===== config.mk =====
export PLATFORM = sky130hd
export DESIGN_NAME = vga_glyph_string
export DESIGN_NICKNAME = d
export VERILOG_FILES = /design/src/rtl/vga_glyph_string.sv
export SDC_FILE = /design/constraint.sdc
export NUM_CORES = 1
export LEC_CHECK = 0
export CAP_MARGIN = 10
export CORE_UTILIZATION = 53
export DETAILED_ROUTE_END_ITERATION = 6
export PLACE_DENSITY = 0.81
export SETUP_SLACK_MARGIN = 0.15
export SLEW_MARGIN = 20
export SYNTH_ARGS = -nofsm -noshare
export SYNTH_HDL_FRONTEND = slang
export SYNTH_SLANG_ARGS = --single-unit

===== constraint.sdc =====
create_clock -name clk -period 3.45 [get_ports clk]
set_input_delay 0.8625 -clock clk [delete_from_list [all_inputs] [get_ports clk]]
set_output_delay 0.8625 -clock clk [all_outputs]
set_load 0.03 [all_outputs]

===== src/rtl/vga_glyph_string.sv =====
// vga_glyph_string: renders a row of NUM_CHARS monochrome GW x GH glyphs into
// the VGA pixel stream. A power-on sweep blanks the screen; each start then
// blanks the string's bounding box and draws every glyph bit at the latched
// origin and colour. All outputs are registered: the pixel computed from the
// current state/counters appears one cycle later.
// Optional feature macro: GLYPH_SCALE2_EN (draw each glyph bit as a 2x2 block).
module vga_glyph_string #(
  parameter int unsigned GW        = 12,
  parameter int unsigned GH        = 12,
  parameter int unsigned NUM_CHARS = 3,
  parameter int unsigned XW        = 8,
  parameter int unsigned YW        = 7,
  parameter int unsigned SCREEN_W  = 160,
  parameter int unsigned SCREEN_H  = 120
) (
  input  logic                        clk,
  input  logic                        reset,
  input  logic                        start,
  input  logic [NUM_CHARS*GW*GH-1:0]  glyphs,
  input  logic [XW-1:0]               x,
  input  logic [YW-1:0]               y,
  input  logic [2:0]                  colour_in,
  output logic                        busy,
  output logic                        done,
  output logic [XW-1:0]               x_out,
  output logic [YW-1:0]               y_out,
  output logic                        writeEn,
  output logic [2:0]                  colour
);

`ifdef GLYPH_SCALE2_EN
  localparam int unsigned SC = 2;
`else
  localparam int unsigned SC = 1;
`endif
  localparam int unsigned P    = NUM_CHARS * GW * GH;
  localparam int unsigned BW   = NUM_CHARS * GW * SC;
  localparam int unsigned BH   = GH * SC;
  localparam int unsigned SUBL = SC * SC - 1;

  typedef enum logic [2:0] {
    S_FULLCLR = 3'd0,
    S_IDLE    = 3'd1,
    S_CLEAR   = 3'd2,
    S_DRAW    = 3'd3,
    S_FIN     = 3'd4
  } state_t;

  state_t          state_q, state_d;
  logic [15:0]     col_q, col_d, row_q, row_d, chr_q, chr_d;
  logic [1:0]      sub_q, sub_d;
  logic [P-1:0]    glyph_q, glyph_d;
  logic [XW-1:0]   xo_q, xo_d;
  logic [YW-1:0]   yo_q, yo_d;
  logic [2:0]      fg_q, fg_d;
  logic            busy_q, busy_d, done_q, done_d, we_q, we_d;
  logic [XW-1:0]   xout_q, xout_d;
  logic [YW-1:0]   yout_q, yout_d;
  logic [2:0]      colour_q, colour_d;

  // State, counters, latched string and registered outputs
  always_ff @(posedge clk) begin
    if (!reset) begin
      state_q  <= S_FULLCLR;
      col_q    <= '0;
      row_q    <= '0;
      chr_q    <= '0;
      sub_q    <= '0;
      glyph_q  <= '0;
      xo_q     <= '0;
      yo_q     <= '0;
      fg_q     <= '0;
      busy_q   <= 1'b0;
      done_q   <= 1'b0;
      we_q     <= 1'b0;
      xout_q   <= '0;
      yout_q   <= '0;
      colour_q <= '0;
    end else begin
      state_q  <= state_d;
      col_q    <= col_d;
      row_q    <= row_d;
      chr_q    <= chr_d;
      sub_q    <= sub_d;
      glyph_q  <= glyph_d;
      xo_q     <= xo_d;
      yo_q     <= yo_d;
      fg_q     <= fg_d;
      busy_q   <= busy_d;
      done_q   <= done_d;
      we_q     <= we_d;
      xout_q   <= xout_d;
      yout_q   <= yout_d;
      colour_q <= colour_d;
    end
  end

  // Next-state, scan counters and the pixel to present next cycle
  always_comb begin
    state_d  = state_q;
    col_d    = col_q;
    row_d    = row_q;
    chr_d    = chr_q;
    sub_d    = sub_q;
    glyph_d  = glyph_q;
    xo_d     = xo_q;
    yo_d     = yo_q;
    fg_d     = fg_q;
    busy_d   = 1'b0;
    done_d   = 1'b0;
    we_d     = 1'b0;
    xout_d   = '0;
    yout_d   = '0;
    colour_d = '0;
    unique case (state_q)
      S_FULLCLR: begin
        busy_d = 1'b1;
        we_d   = 1'b1;
        xout_d = XW'(col_q);
        yout_d = YW'(row_q);
        if (col_q == 16'(SCREEN_W - 1)) begin
          col_d = '0;
          if (row_q == 16'(SCREEN_H - 1)) begin
            row_d   = '0;
            state_d = S_IDLE;
          end else begin
            row_d = row_q + 16'd1;
          end
        end else begin
          col_d = col_q + 16'd1;
        end
      end
      S_IDLE: begin
        if (start) begin
          glyph_d = glyphs;
          xo_d    = x;
          yo_d    = y;
          fg_d    = colour_in;
          col_d   = '0;
          row_d   = '0;
          chr_d   = '0;
          sub_d   = '0;
          state_d = S_CLEAR;
        end
      end
      S_CLEAR: begin
        busy_d = 1'b1;
        we_d   = 1'b1;
        xout_d = XW'(32'(xo_q) + 32'(col_q));
        yout_d = YW'(32'(yo_q) + 32'(row_q));
        if (col_q == 16'(BW - 1)) begin
          col_d = '0;
          if (row_q == 16'(BH - 1)) begin
            row_d   = '0;
            state_d = S_DRAW;
          end else begin
            row_d = row_q + 16'd1;
          end
        end else begin
          col_d = col_q + 16'd1;
        end
      end
      S_DRAW: begin
        // glyph_q is shifted MSB-first, which matches the char/row/column scan
        busy_d   = 1'b1;
        we_d     = glyph_q[P-1];
        colour_d = fg_q;
        xout_d   = XW'(32'(xo_q) + 32'(chr_q) * GW * SC + 32'(col_q) * SC + 32'(sub_q[0]));
        yout_d   = YW'(32'(yo_q) + 32'(row_q) * SC + 32'(sub_q[1]));
        if (sub_q == 2'(SUBL)) begin
          sub_d   = '0;
          glyph_d = {glyph_q[P-2:0], 1'b0};
          if (col_q == 16'(GW - 1)) begin
            col_d = '0;
            if (row_q == 16'(GH - 1)) begin
              row_d = '0;
              if (chr_q == 16'(NUM_CHARS - 1)) begin
                chr_d   = '0;
                state_d = S_FIN;
              end else begin
                chr_d = chr_q + 16'd1;
              end
            end else begin
              row_d = row_q + 16'd1;
            end
          end else begin
            col_d = col_q + 16'd1;
          end
        end else begin
          sub_d = sub_q + 2'd1;
        end
      end
      S_FIN: begin
        done_d  = 1'b1;
        state_d = S_IDLE;
      end
      default: state_d = S_FULLCLR;
    endcase
  end

  assign busy    = busy_q;
  assign done    = done_q;
  assign writeEn = we_q;
  assign x_out   = xout_q;
  assign y_out   = yout_q;
  assign colour  = colour_q;

endmodule


==> results.tsv <==
metric	value	unit
status	complete, no violations	
Hold Path Origin	glyph_q[431]	
number of nets in the layout	3877	
crit end category	flop	
fin crit period	3020	ps
hold worst-path end	writeEn	
reg2reg path depth	10	
die area	47700	µm²
sequential share of the synthesized area	42.3	%
cell family with most CP delay	adder cells	
dpl ws	354	ps
cell with the most instances after synthesis	nand2_1	
synth warn	0	
die height	218	µm
asr flop ratio synth	0	%
Inserted Clock Buffers	54	
first-pass GRT wire length	109000	µm
worst-skew pair later-pin latency	610	ps
ANT nets after route	0	
wire length per cell	17.2	µm
syn_nets	3568	
final setup fails	0	
final non-filler cell total	4030	
clk slew on worst S/H paths	60	ps
Placer Congestion	0.891	
CP max stage cell	fa_1	
Syn Inst Count	3072	
startpoint class of the critical path	flop	
Synth Cell Area	24800	µm²
vias in the first global route	22200	
Iter 0 DRT Violations	2355	
GRT Util Overall	27.8	%
Final Max Slew Viols	0	
Max Fanout on Critical Path	5	
Max VDD drop	0.365	mV
WHS Path Cells	2	
end of the worst register-to-register path	x_out[7]	
Distinct cells, synth	65	
Mean Syn Cell Area	8.07	µm²
slew margin rel.	33.4	%
H-tree depth	2	
Synth area leader	dfxtp_1	
slowest stage delay, CP	460	ps
Final Hold Vio Count	0	
RSZ-0062 raised after global routing	false	
Filler Cell Count	3566	
final wirelength	69100	µm
DR vias	23400	
CP Cell Sequence	ha_1 > fa_1 > fa_1 > ha_1 > o21a_1 > o31ai_1 > a21oi_1 > xnor2_1 > a222oi_1 > nor2_1	
grt ovf	0	
register bit total from synthesis	524	
final worst slack	433	ps
die width	218	µm
Post-CTS Hold Fix Bufs	0	
Core Box Area	45800	µm²
Root Driver	clkbuf_16	
Placed Instances	3925	
PwrDens	405	nW/µm²
fin crit share	87.5	%
worst r2r src	chr_q[0]	
Post-CTS Setup Bufs	0	
drt pass-1 iters	7	
clk buf depth	3	
# port buffers	473	
Syn-to-layout area delta	27.9	%
prevailing post-synth register cell	dfxtp_1	
vias per cell	5.82	
share of cells above drive strength 1	4.59	%
WP buf/inv	0	
type of the most critical hold path	flop to flop	
Post-synth EDFFs	0	
Post-CTS Resized	0	
largest net degree at the start of global routing	188	
Layout Skew	26.6	ps
Req. time, crit path	3930	ps
Worst Max-Slew Pin Slew	999	ps
Starting Density	54.2	%
hold slack	468	ps
HPWL Detailed	46400	µm
TritonCTS Sinks	524	
commonest cells in the netlist	nand2_1 (955), dfxtp_1 (524), nand3_1 (465), o211a_1 (431), clkbuf_1 (247)	
Leakage	17.3	nW
Max-Cap Viols	0	
row count	78	
Power, Total	12.8	mW
Synth top area share	42.3	%
Final TNS setup	0	ps
flop2flop setup slack	430	ps
antenna violations before repair	7	
Worst Setup Path Type	flop to flop	
CTS tree	done	
ranking of synthesized cells by area	dfxtp_1 (42%), o211a_1 (17%), nand2_1 (14%)	
WP data arrival	3500	ps
f_max	331	MHz
I/O pin cnt	474	
DRC viols	0	
==> metal layers <==
layer	share of wire, %	wire length (µm)	up-vias	track usage [%]
met1	41	28300	11100	35.0
met2	49	33700	837	46.9
met3	6.5	4530	153	3.94
li1	-	-	11300	-
met4	3.8	2630	4	12.5
met5	0.036	25	-	0
==> worst max path at each step <==
| stage | slack, ps | from | depth (start not counted) | end |
|---|---|---|---|---|
| floorplan | 710 | chr_q[1] | 10 | x_out[7] |
| global placement | 430 | start | 8 | glyph_q[43] |
| detailed placement | 350 | start | 8 | glyph_q[256] |
| CTS | 480 | chr_q[1] | 10 | x_out[7] |
| global route | 290 | chr_q[1] | 10 | x_out[7] |
| finish | 430 | chr_q[0] | 10 | x_out[7] |
==> sequential cells by signal (all words and copies together), names as in the netlist <==
| name | flops |
|---|---|
| chr_q | 16 |
| xo_q | 8 |
| state_q | 3 |
| busy | 1 |
| row_q | 16 |
| sub_q | 2 |
| colour | 3 |
| col_q | 16 |
| yo_q | 7 |
| done | 1 |
| x_out | 8 |
| writeEn | 1 |
| fg_q | 3 |
| glyph_q | 432 |
| y_out | 7 |
==> area by class of cell <==
| type | count | area [µm²] | area share (%) |
|---|---|---|---|
| Timing Repair Buffer | 526 | 5380 | 16.9 |
| Inverter | 30 | 113 | 0.355 |
| Multi-Input combinational cell | 2245 | 13200 | 41.5 |
| Antenna cell | 6 | 15.0 | 0.0473 |
| Clock buffer | 82 | 1630 | 5.14 |
| Clock inverter | 17 | 173 | 0.544 |
| Sequential cell | 524 | 10500 | 33.1 |
| Tap cell | 600 | 751 | 2.37 |
==> worst min-delay path: stages, from the launching register on <==
cell	delay, ps
dfxtp_1	310
nand2_1	50
a21oi_1	60
==> cells by family (layout without fill, tap and decap cells) <==
group	Yosys count	count (layout)	synth area share (%)
simple gates	1577	1577	27.5
buf+inv	303	655	4.67
mux	8	8	0.323
flops	524	524	42.3
compound gates	579	579	21.4
fa+ha+maj	43	43	2.47
other cells	0	6	0
xor+xnor	38	38	1.34
==> report_power, final <==
part           switching (mW)  leakage (nW)  internal [mW]
clock                    2.45         0.889           3.47
sequential            0.00835          4.22           6.06
combinational           0.335          12.2          0.524
==> per-stage QoR <==
stage,cell area [µm²],utilization [%]
6_report,31700,69.3
5_1_grt,31700,69.3
4_1_cts,31700,69.3
3_5_place_dp,29900,65.3
3_3_place_gp,29900,65.3
2_1_floorplan,24800,-
==> cells in the final DEF, fill, tap and decap left out, drive strengths merged, types with 3 or more instances in the layout <==
master / count
nor2b: 8
and3: 23
nand2: 955
ha: 33
mux2i: 8
a21oi: 42
xor2: 20
and2: 5
or3b: 5
o22ai: 15
diode: 6
a211oi: 5
clkdlybuf4s50: 472
nor3: 13
a21boi: 21
bufinv: 3
nand3b: 9
xnor2: 18
o21ai: 22
buf: 54
dfxtp: 524
clkbuf: 82
fa: 10
a21o: 6
nor2: 52
a22oi: 8
o211ai: 7
clkinv: 11
or3: 9
nand3: 465
o211a: 431
nor4: 8
nand2b: 7
o21a: 4
inv: 31
or4: 3
nand4b: 4
nand4: 3
Note: power is estimated with default switching activity, not from simulation.
